File: src/rtl/fetch_pkg.sv
// Shared types and helpers for the RV32I fetch stage.
package fetch_pkg;

   localparam int unsigned DataW = 32;
   localparam logic [DataW-1:0] NOP_INSTR = 32'h00000013;

   typedef struct packed {
      logic [DataW-1:0] addr;
      logic [DataW-1:0] instr;
      logic             fault;
   } fetch_entry_t;

   // Counters must hold the value depth itself, hence one extra bit.
   function automatic int unsigned cnt_width(input int unsigned depth);
      return $clog2(depth) + 1;
   endfunction

endpackage

File: src/rtl/fifo_r32i.sv
// Synchronous FIFO with clear; Depth must be a power of two so the pointers wrap naturally.
module fifo_r32i #(
   parameter int unsigned Width = 32,
   parameter int unsigned Depth = 4
) (
   input  logic             clock,
   input  logic             reset,
   input  logic             i_push,
   input  logic [Width-1:0] i_data,
   input  logic             i_pop,
   input  logic             i_clear,
   output logic             o_full,
   output logic             o_empty,
   output logic [Width-1:0] o_head
);

   localparam int unsigned AW = (Depth > 1) ? $clog2(Depth) : 1;

   logic [Width-1:0] r_mem [Depth];
   logic [AW-1:0]    r_wr;
   logic [AW-1:0]    r_rd;
   logic [AW:0]      r_cnt;
   logic             w_push;
   logic             w_pop;

   assign o_full  = (r_cnt == (AW+1)'(Depth));
   assign o_empty = (r_cnt == '0);
   assign o_head  = r_mem[r_rd];
   assign w_push  = i_push && !o_full;
   assign w_pop   = i_pop && !o_empty;

   always_ff @(posedge clock or posedge reset) begin
      if (reset) begin
         r_wr  <= '0;
         r_rd  <= '0;
         r_cnt <= '0;
      end else if (i_clear) begin
         r_wr  <= '0;
         r_rd  <= '0;
         r_cnt <= '0;
      end else begin
         if (w_push) r_wr <= r_wr + AW'(1);
         if (w_pop)  r_rd <= r_rd + AW'(1);
         r_cnt <= r_cnt + (AW+1)'(w_push) - (AW+1)'(w_pop);
      end
   end

   // Storage needs no reset; occupancy gates every read.
   always_ff @(posedge clock) begin
      if (w_push) r_mem[r_wr] <= i_data;
   end

endmodule

File: src/rtl/fetch_r32i.sv
// RV32I instruction fetch stage: credit-limited memory reads, flush-safe response tracking.
// Optional build macro FETCH_MISALIGN_CHECK_EN turns misaligned addresses into fault entries.
module fetch_r32i
   import fetch_pkg::*;
#(
   parameter int unsigned dataW = DataW,
   parameter int unsigned depth = 4
) (
   input  logic             clock,
   input  logic             reset,
   input  logic [dataW-1:0] i_fetch_addr,
   input  logic             i_fetch_valid,
   output logic             o_fetch_ready,
   input  logic             i_flush,
   output logic             o_mem_req,
   output logic [dataW-1:0] o_mem_addr,
   input  logic             i_mem_gnt,
   input  logic             i_mem_rvalid,
   input  logic [dataW-1:0] i_mem_rdata,
   output logic             o_instr_valid,
   output logic [dataW-1:0] o_instr,
   output logic [dataW-1:0] o_instr_addr,
   output logic             o_instr_fault,
   input  logic             i_instr_ready
);

   localparam int unsigned CW = cnt_width(depth);
   localparam int unsigned SW = CW + 2;

   logic [CW-1:0]    r_out;
   logic [CW-1:0]    r_drop;
   logic [CW-1:0]    r_occ;
   logic [SW-1:0]    w_used;
   logic             w_credit;
   logic             w_aligned;
   logic             w_fault_acc;
   logic             w_issue;
   logic             w_pop;
   logic             w_resp_drop;
   logic             w_resp_live;
   logic             w_push_out;
   logic             w_pend_full;
   logic             w_pend_empty;
   logic [dataW-1:0] w_pend_head;
   logic             w_out_full;
   logic             w_out_empty;
   fetch_entry_t     w_new_entry;
   fetch_entry_t     w_head;

   assign o_instr_valid = !w_out_empty;
   assign w_pop         = o_instr_valid && i_instr_ready;
   assign w_used        = SW'(r_out) + SW'(r_drop) + SW'(r_occ) - SW'(w_pop);
   assign w_credit      = (w_used < SW'(depth));

`ifdef FETCH_MISALIGN_CHECK_EN
   assign w_aligned   = (i_fetch_addr[1:0] == 2'b00);
   // Faults wait for an idle memory path so they stay in order with real responses.
   assign w_fault_acc = !reset && i_fetch_valid && !w_aligned && w_credit &&
                        (r_out == '0) && (r_drop == '0) && !i_flush;
   assign o_instr_fault = o_instr_valid ? w_head.fault : 1'b0;
`else
   assign w_aligned     = 1'b1;
   assign w_fault_acc   = 1'b0;
   assign o_instr_fault = 1'b0;
`endif

   assign o_mem_req     = !reset && i_fetch_valid && w_credit && !i_flush && w_aligned;
   assign o_mem_addr    = reset ? '0 : {i_fetch_addr[dataW-1:2], 2'b00};
   assign w_issue       = o_mem_req && i_mem_gnt;
   assign o_fetch_ready = w_issue || w_fault_acc;

   assign w_resp_drop = i_mem_rvalid && (r_drop != '0);
   assign w_resp_live = i_mem_rvalid && (r_drop == '0) && (r_out != '0);
   assign w_push_out  = (w_resp_live || w_fault_acc) && !i_flush;

   always_comb begin
      w_new_entry       = '0;
      w_new_entry.addr  = w_fault_acc ? i_fetch_addr : w_pend_head;
      w_new_entry.instr = w_fault_acc ? NOP_INSTR : i_mem_rdata;
      w_new_entry.fault = w_fault_acc;
   end

   fifo_r32i #(
      .Width(dataW),
      .Depth(depth)
   ) u_pend_fifo (
      .clock  (clock),
      .reset  (reset),
      .i_push (w_issue),
      .i_data (i_fetch_addr),
      .i_pop  (w_resp_live),
      .i_clear(i_flush),
      .o_full (w_pend_full),
      .o_empty(w_pend_empty),
      .o_head (w_pend_head)
   );

   fifo_r32i #(
      .Width($bits(fetch_entry_t)),
      .Depth(depth)
   ) u_out_fifo (
      .clock  (clock),
      .reset  (reset),
      .i_push (w_push_out),
      .i_data (w_new_entry),
      .i_pop  (w_pop),
      .i_clear(i_flush),
      .o_full (w_out_full),
      .o_empty(w_out_empty),
      .o_head (w_head)
   );

   assign o_instr      = o_instr_valid ? w_head.instr : '0;
   assign o_instr_addr = o_instr_valid ? w_head.addr : '0;

   always_ff @(posedge clock or posedge reset) begin
      if (reset) begin
         r_out  <= '0;
         r_drop <= '0;
         r_occ  <= '0;
      end else if (i_flush) begin
         // Everything live becomes a drop; a response this cycle retires one of them.
         r_out  <= '0;
         r_drop <= r_drop + r_out - CW'(w_resp_drop || w_resp_live);
         r_occ  <= '0;
      end else begin
         r_out  <= r_out + CW'(w_issue) - CW'(w_resp_live);
         r_drop <= r_drop - CW'(w_resp_drop);
         r_occ  <= r_occ + CW'(w_push_out) - CW'(w_pop);
      end
   end

   a_no_orphan_resp: assert property (@(posedge clock) disable iff (reset)
      !(i_mem_rvalid && (r_out == '0) && (r_drop == '0)));
   a_no_overflow: assert property (@(posedge clock) disable iff (reset)
      !(w_issue && w_pend_full) && !(w_push_out && w_out_full));
   a_pend_tracks: assert property (@(posedge clock) disable iff (reset)
      !(w_resp_live && w_pend_empty));
`ifndef FETCH_MISALIGN_CHECK_EN
   a_no_fault: assert property (@(posedge clock) disable iff (reset)
      !(o_instr_valid && w_head.fault));
`endif

endmodule

File: config.mk
export PLATFORM = sky130hd
export DESIGN_NAME = fetch_r32i
export DESIGN_NICKNAME = d
export VERILOG_FILES = /design/src/rtl/fetch_pkg.sv /design/src/rtl/fifo_r32i.sv /design/src/rtl/fetch_r32i.sv
export SDC_FILE = /design/constraint.sdc
export NUM_CORES = 1
export LEC_CHECK = 0
export ABC_AREA = 1
export ABC_CLOCK_PERIOD_IN_PS = 5700
export BUFFER_PORTS_ARGS = -buffer_cell sky130_fd_sc_hd__buf_2
export CAP_MARGIN = 20
export CORE_UTILIZATION = 45
export CTS_CLUSTER_DIAMETER = 50
export DETAILED_ROUTE_END_ITERATION = 7
export GPL_ROUTABILITY_DRIVEN = 0
export PLACE_DENSITY = 0.64
export SYNTH_ARGS = -nofsm -noshare
export SYNTH_HDL_FRONTEND = slang
export SYNTH_SLANG_ARGS = --single-unit
export TNS_END_PERCENT = 100
File: constraint.sdc
create_clock -name clock -period 5.7 [get_ports clock]
set_input_delay 0.285 -clock clock [delete_from_list [all_inputs] [get_ports clock]]
set_output_delay 0.285 -clock clock [all_outputs]
set_load 0.005 [all_outputs]
-- Yosys cells after proc, flatten, opt, wreduce, memory -nomap -nowiden
Memory sizes are Yosys's and may differ from the RTL's.
Index checks and enable logic that the tools add are counted.
- memory bits (writable): 384
- memories: 2
- bits in latches: 0
- register bits: 23
- output and inout bits: 100
- logic and storage cells: 81
- memory bits (read-only): 0
- memories (name ; depth ; bits a word ; read ports ; clocked after Yosys merged registers in ; write ports ; RTL line ; RTL):
    u_out_fifo.r_mem ; 4 ; 64 ; 1 ; 0 ; 1 ; fifo_r32i.sv:19 ; logic [Width-1:0] r_mem [Depth];
    u_pend_fifo.r_mem ; 4 ; 32 ; 1 ; 0 ; 1 ; fifo_r32i.sv:19 ;
- bitwise gates (word level): 0
- shifts and indexed selects: 0
- reductions and logical operators: 29
- $add $sub $neg: 18
- equal/unequal tests: 2
- multipliers: 0
- multiplexer cells: 20
- magnitude comparators: 1
- divide/modulo/power cells: 0
- operators by type and width (kind ; number):
    $mux 32 ; 3
    $sub 3x1->3 ; 6
    $mux 2 ; 8
    $mux 3 ; 5
    $logic_and 1x1->1 ; 13
    $add 3x1->3 ; 4
    $logic_not 3->1 ; 3
    $add 2x1->2 const B ; 4
    $reduce_bool 2->1 ; 4
    $eq 3x3->1 const B ; 2
    $logic_not 1->1 ; 6
    $reduce_bool 3->1 ; 2
    $add 4x3->5 ; 1
    $lt 5x3->1 const B ; 1
    $sub 5x1->5 ; 1
    $add 3x3->4 ; 1
    $mux 1 ; 4
    $add 3x3->3 ; 1
    $logic_or 1x1->1 ; 1

-- Longest topological paths before layout
Gate-level depths: netlist (run 1).
- depth after elaboration: 12
- gate-level depth with buffers: 20
- mapped depth without buffers: 20

-- By module
A second synthesis (run 1) with hierarchy kept.
- cells, all modules: 1375
- area total of the unflattened synthesis: 17103.9 µm²
- by module, submodules not included (module ; cells an instance ; seq. area each (µm²) ; area each (µm²) ; times used):
    fifo_r32i at u_out_fifo ; 693 ; 7982.7 ; 10177.3 ; 1
    fifo_r32i at u_pend_fifo ; 373 ; 4018.9 ; 5242.5 ; 1
    fetch_r32i ; 309 ; 225.2 ; 1684.1 ; 1

-- Least setup slack after synthesis (run 1)
Ideal clock, no wire load.
- kind: register to register
- from: register u_out_fifo.r_cnt[1]
- to: memory u_pend_fifo.r_mem[0][0] (enable)
- stages on the path, launching flop included: 16
- path buffers: 0
- arrival: 3.830 ns
- slack: 1.448 ns
- library setup time: 0.421 ns
- cells stage by stage: dfrtp_1 -> nor3_1 -> inv_1 -> nand2_1 -> inv_1 -> nand2_1 -> nand2_1 -> ha_1 -> nand2_1 -> nand2_1 -> nand2_1 -> fa_1 -> nand4_1 -> nor2_2 -> nand4_2 -> nor2_1
- cells in the longest elaborated chain, start to end: 11
- RTL lines (element ; RTL line ; RTL):
    start: declaration ; fifo_r32i.sv:22 ; logic [AW:0] r_cnt;
    start signal: assignment ; fifo_r32i.sv:44 ; r_cnt <= r_cnt + (AW+1)'(w_push) - (AW+1)'(w_pop);
    $logic_not 3->1 ; fifo_r32i.sv:27 ; assign o_empty = (r_cnt == '0);
    $logic_not 1->1 ; fetch_r32i.sv:50 ; assign o_instr_valid = !w_out_empty;
    via o_instr_valid ; fetch_r32i.sv:20 ; output logic o_instr_valid,
    $logic_and 1x1->1 ; fetch_r32i.sv:51 ; assign w_pop = o_instr_valid && i_instr_ready;
    $sub 5x1->5 ; fetch_r32i.sv:52 ; assign w_used = SW'(r_out) + SW'(r_drop) + SW'(r_occ) - SW'(w_pop);
    $lt 5x3->1 ; fetch_r32i.sv:53 ; assign w_credit = (w_used < SW'(depth));
    $logic_and 1x1->1 (2 in a row) ; fetch_r32i.sv:67 ; assign o_mem_req = !reset && i_fetch_valid && w_credit && !i_flush && w_aligned;
    $logic_and 1x1->1 ; fetch_r32i.sv:69 ; assign w_issue = o_mem_req && i_mem_gnt;
    $logic_and 1x1->1 ; fifo_r32i.sv:29 ; assign w_push = i_push && !o_full;
    $mux 1 ; fifo_r32i.sv:50 ; if (w_push) r_mem[r_wr] <= i_data;
    $mux 1 (not written as such) ; fifo_r32i.sv:50 ;
    end: declaration ; fifo_r32i.sv:19 ;
The timed path passes the listed nets, and every way through them passes these cells.

-- Final worst setup path (run 1)
- from: register u_out_fifo.r_cnt[1]
- to: memory u_pend_fifo.r_mem[0][2] (enable)
- cells in the longest elaborated chain, start to end: 11
- RTL lines (element ; RTL line):
    $logic_not 3->1 ; fifo_r32i.sv:27
    $logic_not 1->1 ; fetch_r32i.sv:50
    $logic_and 1x1->1 ; fetch_r32i.sv:51
    $sub 5x1->5 ; fetch_r32i.sv:52
    $lt 5x3->1 ; fetch_r32i.sv:53
    $logic_and 1x1->1 (2 in a row) ; fetch_r32i.sv:67
    $logic_and 1x1->1 ; fetch_r32i.sv:69
    $logic_and 1x1->1 ; fifo_r32i.sv:29
    $mux 1 ; fifo_r32i.sv:50
    $mux 1 (not written as such) ; fifo_r32i.sv:50
No other way between the ends.

==> impl_metrics.tcl, run 1 <==
set metrics [dict create \
    outcome "completed" \
    dieArea_um2 37700 \
    cp.required_ns 5.87 \
    synth_compound_area_share_pct 9.38 \
    relSlewSlack_pct 28.7 \
    root_buffer "clkbuf_16" \
    ys_warn_count 0 \
    min_period_ns 4.07 \
    vias 10435 \
    instances_no_fill 2054 \
    drc_errors 0 \
    grt-ovfl-total 0 \
    arrival_ns 4.24 \
    drive_gt1_share_pct 17.3 \
    synth.area.mux_share_pct 0.0603 \
    endpoint_kind "register" \
    h-tree-depth 2 \
    clockBufferDepth 3 \
    finalSetupViolCount 0 \
    rows 69 \
    wl_per_cell_um 17.3 \
    path_cells "nor3_2 > inv_1 > nand2_1 > inv_1 > nand2_1 > nand2_1 > ha_1 > nand2_1 > nand2_1 > nand2_1 > fa_1 > nand4_1 > nor2_2 > nand4_2 > nor2_4" \
    period_share_pct 71.5 \
    syn_to_final_growth_pct 20.4 \
    grt_pass1_vias 10228 \
    cts_tree "yes" \
    initial_core_util_pct 46.2 \
    synth_cell_types 34 \
    dp_cells 1910 \
    n_antenna_cell 0 \
    ys_ff_latch 407 \
    hpwl_um 19500 \
    path_buf_inv 2 \
    cts_buffers 46 \
    setup_tns_ns 0 \
    wirelength_um 35500 \
    path_max_fanout 32 \
    worst_slew_pin_slew_ns 1.07 \
    cpMaxStageDelayCell "nor2_4" \
    clkTransAtPathRegs_ns 0.06 \
    power_density_nw_per_um2 406 \
    path_delay_family "simple AND/OR/NAND/NOR gates" \
    synthAdderAreaFrac_pct 2.85 \
    skew_ns 0.0222 \
    post_cts_buffers 0 \
    antenna_found_initial 0 \
    cp-start-kind "register" \
    ioPinCount 171 \
    hold_viol 0 \
    seq_area_frac_synth_pct 72.9 \
    ctsHoldBuffers 64 \
    io_buffers 167 \
    hp-class "input pin to async pin" \
    rsz0062_at_grt "no" \
    avgSynthCellArea_um2 12.4 \
    grt_max_degree 81 \
    grt_pass1_wl_um 56000 \
    ir_drop_mv 0.303 \
    core_area_um2 35900 \
    via_per_inst 5.08 \
    postRouteAntennaNets 0 \
    critical_path_class "register to register" \
    track_usage_pct 19.0 \
    drt-initial-drc-count 664 \
    nNetsFinal 1665 \
    p_leak_uw 0.00752 \
    max_stage_delay_ns 0.90 \
    finalMaxSlewViolations 0 \
    fmax_mhz 245 \
    critPathMostFrequentCell "nand2_1" \
    die_y_um 194 \
    clock_sinks 407 \
    syn-cell-area_um2 16600 \
    cap_violations 0 \
    synthCells 1344 \
    synth_top_family_by_area "simple AND/OR/NAND/NOR gates" \
    clk_latency_ns 0.55 \
    dr.pass1.iters 5 \
    fp.dieW_um 194 \
    yosys.area_share.simple_pct 10.1 \
    synthXorXnorAreaFrac_pct 0.475 \
    ctsResizeCount 0 \
]
[registers in the layout (all words and copies together), names as in the netlist]
register and count:
u_out_fifo.r_mem 256, u_pend_fifo.r_mem 128, r_drop 3, r_occ 3
r_out 3, u_out_fifo.r_cnt 3, u_pend_fifo.r_cnt 3, u_out_fifo.r_rd 2
u_out_fifo.r_wr 2, u_pend_fifo.r_rd 2, u_pend_fifo.r_wr 2
[worst min-delay path, cell delays in order]
cell   delay, ns
buf_2       0.28
inv_1       0.11
buf_4       0.32
[cell type report]
| class | count | area (µm²) |
|---|---|---|
| Inverter | 92 | 349 |
| Multi-Input combinational cell | 769 | 3870 |
| Clock inverter | 24 | 304 |
| Timing Repair Buffer | 245 | 1590 |
| Tap cell | 461 | 577 |
| Fill cell | 2960 | 15900 |
| Clock buffer | 56 | 1190 |
| Sequential cell | 407 | 12100 |
[kinds of logic (layout without fill, tap and decap cells)]
kind of cell,Yosys count,after routing
AOI/OAI and AO/OA,303,303
xor gates and xnor gates,9,9
adders and majority gates,33,33
buffers and inverters,170,417
DFF,407,407
muxes,1,1
other,1,3
and+or+nand+nor,420,420
[layout by cell type, fill, tap and decap left out, drive strengths merged]
cell         Yosys  final
ha              25     25
nand3           12     12
bufinv           0      6
conb             1      3
o22ai           32     32
nand4            4      4
buf             48    181
a21oi           69     69
o21ai          202    202
xor2             3      3
fa               8      8
dfrtp           23     23
clkbuf          30     56
clkinvlp         0      1
nor3             3      3
nand2           25     25
dlygate4sd3      0     64
clkinv           2     14
nor2           375    375
edfxtp         384    384
mux2i            1      1
xnor2            6      6
inv             90     95
nand3b           1      1
[final timing paths]
kind / startpoint / depth (start not counted) / slack [ns] / endpoint
worst max-delay path: u_out_fifo.r_cnt[1] / 15 / 1.63 / u_pend_fifo.r_mem[0][2]
worst min-delay path: reset / 3 / 0.06 / u_pend_fifo.r_cnt[0]
worst max register to register: u_out_fifo.r_cnt[1] / 15 / 1.63 / u_pend_fifo.r_mem[0][2]
worst min register to register: u_pend_fifo.r_wr[1] / 2 / 0.57 / u_pend_fifo.r_wr[1]
max in group asynchronous: reset / 3 / 5.35 / u_out_fifo.r_rd[0]
min in group clock: i_mem_gnt / 5 / 0.12 / u_pend_fifo.r_wr[0]
[synthesized netlist by cell type]
library cell	n	area, µm²
nand4_1	3	18.8
o22ai_1	32	200
nor3_2	1	10.0
nand2_4	1	11.3
nand3b_1	1	7.51
conb_1	1	3.75
nor2_4	1	11.3
nand3_1	11	55.1
nand3_2	1	10.0
nand4_2	1	12.5
edfxtp_1	384	11500
buf_1	11	41.3
mux2i_1	1	10.0
o21ai_1	98	490
nor3_1	1	5.00
nand2_1	24	90.1
ha_1	25	313
clkbuf_1	30	113
inv_1	85	319
clkinv_1	1	3.75
nor2_1	371	1390
nor3_4	1	16.3
inv_2	5	18.8
xor2_1	3	26.3
fa_1	8	160
nor2_8	1	20.0
clkinv_2	1	5.00
dfrtp_1	23	576
buf_4	6	45.0
o21ai_0	104	521
buf_2	31	155
xnor2_1	6	52.6
a21oi_1	69	345
nor2_2	2	12.5
[stage by stage]
| step | util, % | total power, µW | instance area, µm² | hold slack [ns] | worst slack [ns] |
|---|---|---|---|---|---|
| after global placement | 49.7 | 5240 | 17800 | 0.500 | 1.67 |
| after floorplan | - | 4550 | 16600 | 0.296 | 1.45 |
| after global routing | 55.7 | 8540 | 20000 | 0.136 | 1.28 |
| after CTS | 55.7 | 8210 | 20000 | 0.0645 | 1.57 |
| after detailed placement | 49.7 | 5270 | 17900 | 0.507 | 1.56 |
| final | 55.7 | 8110 | 20000 | 0.0624 | 1.63 |
[layer usage]
metal,up-vias,track usage (%),share of wire (%)
li1,5111,-,-
met2,276,32.4,49
met3,52,2.80,4.9
met5,-,0,0
met4,0,5.14,1.8
met1,4996,25.5,45
[power by group]
part	internal, µW	switching, µW
sequential	3330	81.9
combinational	659	1140
clock	1760	1140
total	5750	2360
Power figures use the tool's default switching activity.
==> run 2, diff against run 1 <==
--- a/config.mk
+++ b/config.mk
@@ -6,7 +6,7 @@
 export NUM_CORES = 1
 export LEC_CHECK = 0
 export ABC_AREA = 1
-export ABC_CLOCK_PERIOD_IN_PS = 5700
+export ABC_CLOCK_PERIOD_IN_PS = 4050
 export BUFFER_PORTS_ARGS = -buffer_cell sky130_fd_sc_hd__buf_2
 export CAP_MARGIN = 20
 export CORE_UTILIZATION = 45
==> constraint.sdc (replaced) <==
create_clock -name clock -period 4.05 [get_ports clock]
set_input_delay 0.2025 -clock clock [delete_from_list [all_inputs] [get_ports clock]]
set_output_delay 0.2025 -clock clock [all_outputs]
set_load 0.005 [all_outputs]
==> impl_metrics.tcl, run 2 (same netlist as run 1, synthesis figures left out) <==
set metrics [dict create \
    switchingPower_uw 3380 \
    grt_pass1_wl_um 56500 \
    ir_drop_mv 0.413 \
    p_int_uw 7950 \
    wirelength_um 36300 \
    placed_area_um2 18000 \
    cp-start-kind "register" \
    worst_slew_pin_slew_ns 1.05 \
    track_usage_pct 19.3 \
    dieArea_um2 37700 \
    cp.required_ns 4.48 \
    top_register "u_out_fifo.r_mem" \
    dr.pass1.iters 5 \
    syn_to_final_growth_pct 21.1 \
    critPathMostFrequentCell "nand2_1" \
    grt-ovfl-total 0 \
    path_buf_inv 3 \
    core_area_um2 35900 \
    period_share_pct 89.2 \
    via_per_inst 5.15 \
    post_cts_buffers 0 \
    fin_total_pwr_uw 11300 \
    grt_pass1_vias 10368 \
    swShare_pct 29.8 \
    power_density_nw_per_um2 563 \
    cts_tree "yes" \
    postRouteAntennaNets 0 \
    relSlewSlack_pct 30.2 \
    largest_reg_flops 256 \
    pwr-share-comb_pct 23.0 \
    p_leak_uw 0.00755 \
    rows 69 \
    finalMaxSlewViolations 0 \
    min_period_ns 3.61 \
    path_cells "nor3_2 > inv_1 > nand2_2 > inv_1 > nand2_1 > nand2_1 > ha_1 > nand2_1 > nand2_1 > nand2_1 > fa_1 > nand4_1 > nor2_2 > nand3_1 > nor2_4 > ha_1 > inv_1 > fa_1 > o21ai_0 > a21oi_1" \
    root_buffer "clkbuf_16" \
    max_stage_delay_ns 0.54 \
    grt_max_degree 68 \
    arrival_ns 4.05 \
    path_max_fanout 6 \
    die_y_um 194 \
    critical_path_class "register to register" \
    ioPinCount 171 \
    p_clk_share_pct 34.8 \
    cap_violations 0 \
    wl_per_cell_um 17.6 \
    drt-initial-drc-count 615 \
    cts_buffers 45 \
    nNetsFinal 1670 \
    h-tree-depth 2 \
    clkTransAtPathRegs_ns 0.06 \
    r2r_cells 20 \
    reg_top3 "u_out_fifo.r_mem x256, u_pend_fifo.r_mem x128" \
    clock_sinks 407 \
    fin_area_um2 20100 \
    initial_core_util_pct 46.2 \
    hp-class "input pin to async pin" \
    hpwl_um 19900 \
    final_util_pct 56.0 \
    clk_latency_ns 0.56 \
    final_cell_mix "edfxtp_1 (384), nor2_1 (363), buf_2 (167)" \
    antenna_found_initial 0 \
    p_seq_share_pct 42.3 \
    fmax_mhz 277 \
    clockBufferDepth 3 \
    reg2reg_from "u_out_fifo.r_cnt[1]" \
    hold_viol 0 \
    path_delay_family "adder cells" \
    cpMaxStageDelayCell "fa_1" \
    endpoint_kind "register" \
    dp_cells 1915 \
    drc_errors 0 \
    io_buffers 167 \
    fillerInstances 2960 \
    outcome "completed" \
    fp.dieW_um 194 \
    final_common_cell "edfxtp_1" \
    critPathLaunch "u_out_fifo.r_cnt[1]" \
    drive_gt1_share_pct 17.4 \
    skew_ns 0.0119 \
    rsz0062_at_grt "no" \
    finalSetupViolCount 0 \
    instances_no_fill 2064 \
    vias 10621 \
    cp.depth 20 \
    n_antenna_cell 0 \
]
-- run 2: routing by layer --
metal  GRT usage [%]  wire (µm)  vias to the layer above
met3            4.23       2260                       52
met5               0          0                        -
met4            5.00        646                        0
li1                -          -                     5120
met2            32.0      17300                      292
met1            25.9      16100                     5157
-- run 2: tightest hold or removal path: stages --
cell and delay (ns):
buf_2 0.29, inv_1 0.13, buf_4 0.33
-- run 2: worst paths after layout --
kind                       slack, ns             endpoint
setup / recovery                0.44             r_out[2]
hold / removal                 0.008  u_pend_fifo.r_rd[0]
max in group asynchronous       3.76   u_out_fifo.r_rd[0]
setup reg to reg                0.44             r_out[2]
min in group clock              0.06  u_pend_fifo.r_wr[1]
hold reg to reg                 0.59  u_pend_fifo.r_wr[1]
-- run 2: cell type report --
cell class	instances	area, µm²	share of cell area [%]
clock inverters	22	188	0.933
well taps	461	577	2.87
repair buffers	251	1750	8.72
clock buffers	62	1250	6.23
multi-input cells	769	3870	19.3
flip-flops and latches	407	12100	60.2
inverters	92	349	1.74
-- run 2: power by group through the flow --
stage,combinational [µW],sequential (µW),clock [µW]
floorplan,1590,4820,0
global placement,2530,4870,0
detailed placement,2580,4880,0
CTS,2650,4790,4020
global route,2930,4800,4190
finish,2600,4790,3940
-- run 2: what timing repair did --
item	in CTS	in global routing
hold buffers	64	1
endpoints found under the setup margin	0	1
resized for setup	0	2
endpoints found under the hold margin	256	1
-- run 2: stage by stage --
step	setup slack [ns]	hold WS (ns)	setup TNS, ns
2_1_floorplan	-0.202	0.213	-25.80
3_3_place_gp	0.456	0.416	0
3_5_place_dp	0.353	0.424	0
4_1_cts	0.292	0.00257	0
5_1_grt	0.0402	0.0527	0
6_report	0.436	0.00759	0
==> run 3, diff against run 2 <==
--- a/config.mk
+++ b/config.mk
@@ -10,6 +10,7 @@
 export BUFFER_PORTS_ARGS = -buffer_cell sky130_fd_sc_hd__buf_2
 export CAP_MARGIN = 20
 export CORE_UTILIZATION = 45
+export CTS_BUF_LIST = sky130_fd_sc_hd__clkbuf_16
 export CTS_CLUSTER_DIAMETER = 50
 export DETAILED_ROUTE_END_ITERATION = 7
 export GPL_ROUTABILITY_DRIVEN = 0
==> impl_metrics.tcl, run 3 (same netlist as run 1, synthesis figures left out) <==
set metrics [dict create \
    root_buffer "clkbuf_16" \
    n_antenna_cell 0 \
    met2_usage_pct 31.9 \
    drive_gt1_share_pct 17.3 \
    hold_viol 0 \
    wirelength_um 36300 \
    via_per_inst 5.16 \
    rows 69 \
    track_usage_pct 19.3 \
    finalMaxSlewViolations 0 \
    busiest_layer "met2" \
    ioPinCount 171 \
    reg2reg_from "u_out_fifo.r_cnt[1]" \
    finalSetupViolCount 0 \
    vias 10641 \
    max_stage_delay_ns 0.54 \
    final_cell_mix "edfxtp_1 (384), nor2_1 (363), buf_2 (167)" \
    worst_slew_pin_slew_ns 1.05 \
    hpwl_um 19900 \
    pre_cts_slack_ns 0.353 \
    use_met1_pct 25.9 \
    top_register "u_out_fifo.r_mem" \
    clk_latency_ns 0.56 \
    clockBufferDepth 3 \
    skew_ns 0.0117 \
    grt_max_degree 68 \
    p_leak_uw 0.00760 \
    dieArea_um2 37700 \
    io_buffers 167 \
    hp-class "input pin to async pin" \
    cap_violations 0 \
    antenna_found_initial 0 \
    min_period_ns 3.62 \
    critPathMostFrequentCell "nand2_1" \
    clock_sinks 407 \
    critical_path_class "register to register" \
    r2r_slack_ns 0.43 \
    grt_pass1_wl_um 56500 \
    path_buf_inv 3 \
    power_density_nw_per_um2 561 \
    fillerInstances 2964 \
    grt_pass1_vias 10359 \
    timing.rr.end "r_out[2]" \
    clkTransAtPathRegs_ns 0.06 \
    h-tree-depth 2 \
    rsz0062_at_grt "no" \
    hold_ws_ns 0.00141 \
    cts_buffers 45 \
    cts_tree "yes" \
    grt-ovfl-total 0 \
    drt-initial-drc-count 712 \
    largest_reg_flops 256 \
    wl_per_cell_um 17.6 \
    cp-start-kind "register" \
    initial_core_util_pct 46.2 \
    core_area_um2 35900 \
    path_max_fanout 6 \
    final_common_cell "edfxtp_1" \
    path_cells "nor3_2 > inv_1 > nand2_2 > inv_1 > nand2_1 > nand2_1 > ha_1 > nand2_1 > nand2_1 > nand2_1 > fa_1 > nand4_1 > nor2_2 > nand3_1 > nor2_4 > ha_1 > inv_1 > fa_1 > o21ai_0 > a21oi_1" \
    r2r_cells 20 \
    nNetsFinal 1670 \
    fp.dieW_um 194 \
    path_delay_family "adder cells" \
    cpMaxStageDelayCell "fa_1" \
    postRouteAntennaNets 0 \
    period_share_pct 89.3 \
    outcome "completed" \
    die_y_um 194 \
    drc_errors 0 \
    syn_to_final_growth_pct 21.0 \
    relSlewSlack_pct 29.6 \
    endpoint_kind "register" \
    cp.required_ns 4.48 \
    finalWorstSetupSlack_ns 0.435 \
    dr.pass1.iters 6 \
    post_cts_buffers 0 \
    fmax_mhz 277 \
    ir_drop_mv 0.420 \
    arrival_ns 4.05 \
    met3_usage_pct 4.21 \
    reg_top3 "u_out_fifo.r_mem x256, u_pend_fifo.r_mem x128" \
]
run 3: changes by cell type in the layout (fill, tap and decap cells not counted), sizes merged:
cell | before | now
inv | 93 | 106
clkbuf | 62 | 47
clkinv | 17 | 19
run 3: what timing repair did:
item,4_1_cts,5_1_grt
resized for setup,0,2
hold buffers,64,1
endpoints found under the hold margin,256,1
setup endpoints to repair,0,1
run 3: metrics by stage:
stage / area, µm² / TNS [ns] / std cells / util, % / total power [µW]
3_5_place_dp: 18000 / 0 / 1915 / 50.1 / 7460
4_1_cts: 20100 / 0 / 2063 / 55.9 / 11400
6_report: 20100 / 0 / 2064 / 55.9 / 11300
5_1_grt: 20100 / 0 / 2064 / 55.9 / 11900
3_3_place_gp: 18000 / 0 / 1915 / 50.1 / 7400
2_1_floorplan: 16600 / -25.80 / 1346 / - / 6410
run 3: cell type report:
| cell class | instances | area, µm² | share of cell area [%] |
|---|---|---|---|
| Timing Repair Buffer | 251 | 1750 | 8.73 |
| Clock buffer | 47 | 1180 | 5.85 |
| Sequential cell | 407 | 12100 | 60.3 |
| Clock inverter | 37 | 244 | 1.21 |
| Tap cell | 461 | 577 | 2.87 |
| Multi-Input combinational cell | 769 | 3870 | 19.3 |
| Inverter | 92 | 349 | 1.74 |
run 3: worst register-to-register path: stages, from the launching register on:
cell and delay, ns:
dfrtp_1 0.41, nor3_2 0.22, inv_1 0.08, nand2_2 0.12, inv_1 0.10, nand2_1 0.12, nand2_1 0.07, ha_1 0.27
nand2_1 0.05, nand2_1 0.08, nand2_1 0.08, fa_1 0.54, nand4_1 0.11, nor2_2 0.17, nand3_1 0.17, nor2_4 0.15
ha_1 0.16, inv_1 0.05, fa_1 0.37, o21ai_0 0.16, a21oi_1 0.05
run 3: layer usage:
| metal | vias to the layer above | part of all wire [%] |
|---|---|---|
| met4 | 0 | 1.7 |
| met2 | 294 | 48 |
| met5 | - | 0 |
| li1 | 5124 | - |
| met3 | 50 | 6.4 |
| met1 | 5173 | 44 |
run 3: worst max-delay path by stage:
stage          slack, ns                       to           startpoint  cells after the start
2_1_floorplan      -0.20  u_pend_fifo.r_mem[0][0]  u_out_fifo.r_cnt[1]                     15
3_3_place_gp        0.46                 r_out[2]  u_out_fifo.r_cnt[1]                     20
3_5_place_dp        0.35                 r_out[2]  u_out_fifo.r_cnt[1]                     20
4_1_cts             0.29            o_fetch_ready  u_out_fifo.r_cnt[1]                     16
5_1_grt             0.04                 r_out[2]  u_out_fifo.r_cnt[1]                     20
6_report            0.43                 r_out[2]  u_out_fifo.r_cnt[1]                     20
run 3: power breakdown:
group	internal, µW	total [µW]	switching [µW]
registers	4690	4790	101
clock network	2240	3870	1630
logic	957	2610	1650
